[src/rtl/dht11_reader.sv]
// dht11_reader: single-wire DHT11 host. It issues the start pulse, decodes the 40-bit sensor
// frame, and presents the four data bytes together with a one-cycle done or error strobe.
module dht11_reader #(
  parameter int unsigned CLK_FREQ_HZ   = 50_000_000,
  parameter int unsigned START_LOW_US  = 18000,
  parameter int unsigned TIMEOUT_US    = 100,
  parameter int unsigned BIT_THRESH_US = 40
) (
  input  logic       clk,
  input  logic       reset,
  input  logic       start,
  output logic       dir,
  output logic       data_out,
  input  logic       data_in,
  output logic       busy,
  output logic       done,
  output logic       error,
  output logic [7:0] hum_int,
  output logic [7:0] hum_dec,
  output logic [7:0] tmp_int,
  output logic [7:0] tmp_dec
);

  localparam int unsigned CYC_PER_US = (CLK_FREQ_HZ >= 1_000_000) ? CLK_FREQ_HZ / 1_000_000 : 1;
  localparam int unsigned PW         = (CYC_PER_US > 1) ? $clog2(CYC_PER_US) : 1;
  localparam int unsigned US_MAX_A   = (START_LOW_US > TIMEOUT_US) ? START_LOW_US : TIMEOUT_US;
  localparam int unsigned US_MAX     = (US_MAX_A > BIT_THRESH_US) ? US_MAX_A : BIT_THRESH_US;
  localparam int unsigned UW         = $clog2(US_MAX + 2);

  typedef enum logic [2:0] {
    IDLE,
    START_LOW,
    RELEASE,
    RESP_LOW,
    RESP_HIGH,
    BIT_LOW,
    BIT_HIGH,
    CHECK
  } state_t;

  state_t        state, state_d;

  logic [2:0]    sync;
  logic          rise, fall;
  logic [PW-1:0] presc;
  logic          tick;
  logic [UW-1:0] us_cnt;
  logic [UW:0]   elapsed;
  logic          timeout;
  logic          bit_val;
  logic [5:0]    bit_cnt;
  logic [39:0]   shreg;
  logic [7:0]    sum;

  logic          done_d, error_d, load_d;
  logic          shift_en, bit_clr, bit_inc;

  // sync[1] is the synchronised pin, sync[2] its previous value for edge detection
  assign rise = sync[1] & ~sync[2];
  assign fall = ~sync[1] & sync[2];

  assign busy     = (state != IDLE);
  assign dir      = (state == START_LOW);
  assign data_out = 1'b0;

  assign tick    = busy && (presc == PW'(CYC_PER_US - 1));
  assign timeout = tick && (us_cnt == UW'(TIMEOUT_US - 1));

  // Width measured including the tick of the detecting cycle; the synchroniser delays
  // both edges equally, so this equals the high time seen on the pin.
  assign elapsed = {1'b0, us_cnt} + {{UW{1'b0}}, tick};
  assign bit_val = (elapsed > (UW + 1)'(BIT_THRESH_US));

  assign sum = shreg[39:32] + shreg[31:24] + shreg[23:16] + shreg[15:8];

  always_comb begin
    state_d  = state;
    done_d   = 1'b0;
    error_d  = 1'b0;
    load_d   = 1'b0;
    shift_en = 1'b0;
    bit_clr  = 1'b0;
    bit_inc  = 1'b0;
    case (state)
      IDLE: begin
        if (start) state_d = START_LOW;
      end
      START_LOW: begin
        if (tick && (us_cnt == UW'(START_LOW_US - 1))) state_d = RELEASE;
      end
      RELEASE: begin
        if (fall) state_d = RESP_LOW;
        else if (timeout) begin
          state_d = IDLE;
          error_d = 1'b1;
        end
      end
      RESP_LOW: begin
        if (rise) state_d = RESP_HIGH;
        else if (timeout) begin
          state_d = IDLE;
          error_d = 1'b1;
        end
      end
      RESP_HIGH: begin
        if (fall) begin
          state_d = BIT_LOW;
          bit_clr = 1'b1;
        end else if (timeout) begin
          state_d = IDLE;
          error_d = 1'b1;
        end
      end
      BIT_LOW: begin
        if (rise) state_d = BIT_HIGH;
        else if (timeout) begin
          state_d = IDLE;
          error_d = 1'b1;
        end
      end
      BIT_HIGH: begin
        if (fall) begin
          shift_en = 1'b1;
          if (bit_cnt == 6'd39) state_d = CHECK;
          else begin
            bit_inc = 1'b1;
            state_d = BIT_LOW;
          end
        end else if (timeout) begin
          state_d = IDLE;
          error_d = 1'b1;
        end
      end
      CHECK: begin
        state_d = IDLE;
        if (sum == shreg[7:0]) begin
          done_d = 1'b1;
          load_d = 1'b1;
        end else begin
          error_d = 1'b1;
        end
      end
      default: state_d = IDLE;
    endcase
  end

  always_ff @(posedge clk) begin
    if (reset) begin
      state   <= IDLE;
      sync    <= '1;
      presc   <= '0;
      us_cnt  <= '0;
      bit_cnt <= '0;
      shreg   <= '0;
      done    <= 1'b0;
      error   <= 1'b0;
      hum_int <= '0;
      hum_dec <= '0;
      tmp_int <= '0;
      tmp_dec <= '0;
    end else begin
      state <= state_d;
      sync  <= {sync[1:0], data_in};
      done  <= done_d;
      error <= error_d;

      if (!busy || tick) presc <= '0;
      else               presc <= presc + 1'b1;

      if (state_d != state) us_cnt <= '0;
      else if (tick)        us_cnt <= us_cnt + 1'b1;

      if (bit_clr)      bit_cnt <= '0;
      else if (bit_inc) bit_cnt <= bit_cnt + 1'b1;

      if (shift_en) shreg <= {shreg[38:0], bit_val};

      if (load_d) begin
        hum_int <= shreg[39:32];
        hum_dec <= shreg[31:24];
        tmp_int <= shreg[23:16];
        tmp_dec <= shreg[15:8];
      end
    end
  end

endmodule

[config.mk]
export PLATFORM = sky130hd
export DESIGN_NAME = dht11_reader
export DESIGN_NICKNAME = d
export VERILOG_FILES = /design/src/rtl/dht11_reader.sv
export SDC_FILE = /design/constraint.sdc
export NUM_CORES = 1
export LEC_CHECK = 0
export BUFFER_PORTS_ARGS = -buffer_cell sky130_fd_sc_hd__buf_4
export CAP_MARGIN = 20
export CORE_UTILIZATION = 35
export DETAILED_ROUTE_END_ITERATION = 7
export MAX_ROUTING_LAYER = met4
export PLACE_DENSITY = 0.57
export SKIP_LAST_GASP = 1
export SLEW_MARGIN = 20
export SYNTH_ARGS = -nofsm -noshare
export SYNTH_HDL_FRONTEND = slang
export SYNTH_SLANG_ARGS = --single-unit
export TNS_END_PERCENT = 5
[constraint.sdc]
create_clock -name clk -period 8.9 [get_ports clk]
set_input_delay 0.89 -clock clk [delete_from_list [all_inputs] [get_ports clk]]
set_output_delay 0.89 -clock clk [all_outputs]
set_load 0.03 [all_outputs]
After elaboration in Yosys (flattened, before gate mapping)
Cells that the tools add are included.
W data, S select, Z words.
{"block": "word_totals", "output_inout_bits": 37, "elab_cells": 72, "reg_bits": 107, "inputBits": 4}
{"block": "op_classes", "magnitude_cmp": 1, "n_mux": 23, "reduce_logical": 12, "add_sub_neg": 7, "bitwise": 4, "eq_ne": 13}
{"op": "$add A8 B8 Y8", "n": 3}
{"op": "$mux W3", "n": 8}
{"op": "$pmux W3 S8", "n": 1}
{"op": "$add A15 B1 Y16", "n": 1}
{"op": "$gt A16 B6 Y1 const B", "n": 1}
{"op": "$add A15 B1 Y15 const B", "n": 1}
{"op": "$eq A15 B15 Y1 const B", "n": 1}
{"op": "$eq A15 B7 Y1 const B", "n": 1}
{"op": "$add A6 B1 Y6 const B", "n": 2}
{"op": "$eq A3 B3 Y1 const B", "n": 4}
{"op": "$eq A6 B6 Y1 const B", "n": 2}
{"op": "$mux W1", "n": 12}
{"op": "$eq A8 B8 Y1", "n": 1}
{"op": "$reduce_or A2 Y1", "n": 4}
{"op": "$eq A3 B2 Y1 const B", "n": 2}
{"op": "$eq A3 B1 Y1 const B", "n": 1}
{"op": "$logic_and A1 B1 Y1", "n": 3}
{"op": "$logic_not A3 Y1", "n": 1}
{"op": "$ne A3 B3 Y1", "n": 1}
{"op": "$pmux W1 S3", "n": 1}
{"op": "$reduce_bool A3 Y1", "n": 1}
{"op": "$reduce_or A3 Y1", "n": 1}
{"op": "$and A1 B1 Y1", "n": 2}
{"op": "$mux W2", "n": 1}
{"op": "other kinds (3)", "n": 4}

Depth between registers and ports, before layout
{"block": "depth", "ltp_word": 8, "mapped_depth": 13, "ltp_nobuf": 12}

Least setup slack after synthesis
No wires, ideal clock.
{"block": "synth_timing", "path_type": "register to register", "from": "reg shreg[9]", "to": "reg hum_dec[0]", "path_slack_ps": 5382, "stages_incl_launch_ff": 13, "setup_ps": 72, "arrival_time_ps": 3447, "path_cell_list": "dfxtp_1 fa_1 inv_1 fa_1 inv_1 ha_1 fa_1 xor2_1 a2111oi_0 o2111ai_1 nor4_4 buf_4 mux2i_1"}
{"block": "synth_via", "elab_chain_len": 4}
{"element": "start, declared", "line_no": "52", "source": "logic [39:0] shreg;"}
{"element": "start signal, assigned", "line_no": "176", "source": "if (shift_en) shreg <= {shreg[38:0], bit_val};"}
{"element": "$add A8 B8 Y8", "line_no": "74", "source": "assign sum = shreg[39:32] + shreg[31:24] + shreg[23:16] + shreg[15:8];"}
{"element": "$eq A8 B8 Y1", "line_no": "136", "source": "if (sum == shreg[7:0]) begin"}
{"element": "$mux W1", "line_no": "136"}
{"element": "$mux W1", "line_no": "84", "source": "case (state)"}
{"element": "end signal, assigned", "line_no": "180", "source": "hum_dec <= shreg[31:24];"}
{"element": "end, declared", "line_no": "19", "source": "output logic [7:0] hum_dec,"}
Every way passes these cells.
A chain may end at the register's enable or synchronous reset.

Worst setup path in the final report
{"block": "layout_timing", "from": "reg shreg[9]", "to": "reg hum_int[1]"}
{"block": "layout_via", "elab_chain_len": 4}
{"element": "$add A8 B8 Y8", "line_no": "74"}
{"element": "$eq A8 B8 Y1", "line_no": "136"}
{"element": "$mux W1", "line_no": "136"}
{"element": "$mux W1", "line_no": "84"}
{"element": "end signal, assigned", "line_no": "179", "source": "hum_int <= shreg[39:32];"}
{"element": "end, declared", "line_no": "18", "source": "output logic [7:0] hum_int,"}
Every way passes these cells.

==> run metrics <==
crit start category=flip-flop; Slew headroom=0.326; Yosys reg bits=about 110; Post-DRT Antenna Nets=0; initial antenna violation count=0; Buffers on Ports=39; Clock Latency Late Sink=360 ps; critical path, cell by cell=fa_1, inv_1, fa_1, inv_1, ha_1, fa_1, xor2_1, a2111oi_0, o2111ai_1, nor4_4, buf_6, buf_4, mux2i_1; Tcrit/Tclk final=0.466; final setup fails=0; Worst Reg-to-Reg Cells=13; Final Skew=between 10 and 15 ps; proportion of layout cells with a drive suffix above 1=0.118; setup bufs post-CTS=0; drt first pass iters=4; Resized Gates After CTS=0; Via Count=slightly above 4000; RD Place Congestion=around 0.93; Root Driver=clkbuf_16; global-route wire length before repair=about 20000 µm; CTS tree=done; Post-synth EDFFs=0; final hold violations=0; H-tree levels=3; Synth Flop Type=dfxtp_1; Pleak=approximately 2.2 nW; Worst-Margin Slew=slightly above 1000 ps; Mapped Area=5520 µm²; pin count of the biggest net entering global routing=around 90; CTS buffer count=9; Setup crit end kind=flip-flop; Initial Utilization=0.360; Tot GR Track Use=0.155; worst hold slack=between 400 and 500 ps; Slowest cell on crit path=fa_1; power per cell area=around 150 nW/µm²; GRT overflow=0; crit-path max FO=20; Yosys warning count=0; Starting DRT DRC Count=between 100 and 150; Fmax=roughly 240 MHz; Setup TNS Final=0 ps; Hold Path Cell Cnt=1; DRC Markers=0; most common cell in the synthesized netlist=dfxtp_1; crit path time final=4150 ps; Tightest Hold Check Type=flip-flop to flip-flop; CP Data Arrival Time=approximately 4400 ps; Ant. Diodes=0; I/O pins=slightly above 40; RSZ-0062 raised after global routing=false; hold bufs inserted after CTS=0; cell area after layout=around 6200 µm²; Mean Syn Cell Area=8.77 µm²; Area contributors post-synth=dfxtp_1 (39%), nand2b_1 (7.5%), nand2_1 (7.1%), mux2i_1 (6.3%), fa_1 (5.1%); status=completed; die width=between 100 and 150 µm; core box area=around 15000 µm²; CP required=roughly 9000 ps; sequential share of the synthesized area=0.388; flop2flop setup slack=between 4000 and 5000 ps; top-area cell type share of the netlist area=0.388; Die Y-Extent=approximately 130 µm; Netlist cell types=between 50 and 60; post-synthesis async set-or-reset flop share=0; clk slew on worst S/H paths=70 ps; num rows=45; Yosys top cell by area=dfxtp_1; final total power=0.000931 W; total die area=around 16000 µm²; max-capacitance violation count=0; Peak VDD IR=0.0000939 V; DP Wirelength=between 7000 and 8000 µm; Commonest cells post-synth=dfxtp_1 (107), nand2_1 (104), nand2b_1 (66); most used cell, CP=fa_1; Avg WL per Cell=approximately 13 µm; DP Area=5910 µm²; kind of critical path=flip-flop to flip-flop; TritonCTS Sinks=about 110; Mapped Cells=~630; total wire length=11300 µm; slowest stage delay, CP=about 540 ps; vias in the first global route=~4000; max-slew violation count=0; worst-case clock buffer depth=2; Layout Nets=approximately 670; Area Overhead vs Synth=13.3%; routed vias/inst=around 4.8; syn_nets=660
## power by group
| group | total, W | internal, W | switching (W) |
|---|---|---|---|
| sequential | 0.000482 | 0.000480 | 0.00000218 |
| combinational | 0.0000228 | 0.00000932 | 0.0000135 |
| clock | 0.000427 | 0.000249 | 0.000178 |
| total | 0.000931 | 0.000738 | 0.000194 |
## stage by stage
stage,setup slack [ps],std cells,util
finish,4750,857,0.408
global route,4330,857,0.408
CTS,4330,856,0.407
detailed placement,4330,840,0.386
global placement,4450,840,0.386
floorplan,5380,629,-
## layout by cell type, fill, tap and decap left out, types with 2 or more instances in the layout
| cell type | synthesis | routed |
|---|---|---|
| and2_1 | 2 | 2 |
| nand4_1 | 10 | 10 |
| nand4b_1 | 2 | 2 |
| o21bai_1 | 4 | 4 |
| a31oi_1 | 3 | 3 |
| nor2_1 | 33 | 33 |
| nand2b_1 | 66 | 66 |
| a21o_1 | 2 | 2 |
| a21oi_1 | 50 | 50 |
| xnor2_1 | 29 | 29 |
| clkbuf_1 | 29 | 2 |
| nor4_2 | 1 | 2 |
| nor4b_2 | 2 | 2 |
| and3_1 | 8 | 7 |
| o31ai_1 | 2 | 2 |
| nand2_1 | 104 | 104 |
| xor2_1 | 15 | 15 |
| or2_2 | 3 | 3 |
| nor3_1 | 8 | 8 |
| o21ai_1 | 2 | 2 |
| nor4_1 | 4 | 3 |
| inv_1 | 16 | 16 |
| dfxtp_1 | 107 | 107 |
| nor3_2 | 4 | 4 |
| clkbuf_16 | 0 | 9 |
| nor4b_1 | 2 | 2 |
| fa_1 | 14 | 14 |
| clkinv_4 | 0 | 2 |
| a211oi_1 | 2 | 2 |
| o21ai_0 | 6 | 6 |
| bufinv_16 | 0 | 2 |
| nor3b_1 | 5 | 5 |
| ha_1 | 13 | 13 |
| mux2i_1 | 35 | 35 |
| nor2b_1 | 4 | 4 |
| buf_4 | 4 | 41 |
| a2111oi_0 | 2 | 2 |
| nand3_1 | 9 | 8 |
## per-layer routing
metal,part of all wire,routed length [µm],global-route usage
met1,0.49,5560,0.196
met2,0.46,5200,0.240
met3,0.034,385,0.0381
met4,0.016,185,0.0532
met5,0,0,-
## logic make-up after synthesis
| logic type | Yosys count | share of synthesized area |
|---|---|---|
| AO/OA/AOI/OAI | 83 | 0.0903 |
| buffers and inverters | 57 | 0.0451 |
| other | 1 | 0.000680 |
| flip-flops | 107 | 0.388 |
| multiplexers | 35 | 0.0635 |
| AND/OR/NAND/NOR | 275 | 0.262 |
| XOR/XNOR | 44 | 0.0698 |
| adder cells (fa/ha/maj) | 27 | 0.0803 |
## final cells by class
class	instances	area [µm²]
inverters	16	60.1
multi-input cells	465	3150
repair buffers	42	319
flip-flops and latches	107	2140
clock inverters	5	86.3
clock buffers	11	233
well taps	211	264
fillers	1570	9060
## sequential cells by signal, indices dropped and copies added, names as in the netlist
register,count
us_cnt,15
sync,3
tmp_int,8
error,1
state,3
tmp_dec,8
shreg,40
bit_cnt,6
hum_int,8
hum_dec,8
done,1
presc,6
## worst max-delay path: cells and delay by family (launching register included)
kind,cells,cell delay (ps)
AOI/OAI and AO/OA,2,540
xor gates and xnor gates,1,150
adders and majority gates,4,1700
buffers and inverters,4,670
DFF,1,350
muxes,1,230
and+or+nand+nor,1,420
## path summary, 6_finish.rpt
kind	endpoint	start
worst max-delay path	hum_int[1]	shreg[9]
worst min-delay path	sync[1]	sync[0]
worst max register to register	hum_int[1]	shreg[9]
worst min register to register	sync[1]	sync[0]
Note: power is estimated with default switching activity, not from simulation.
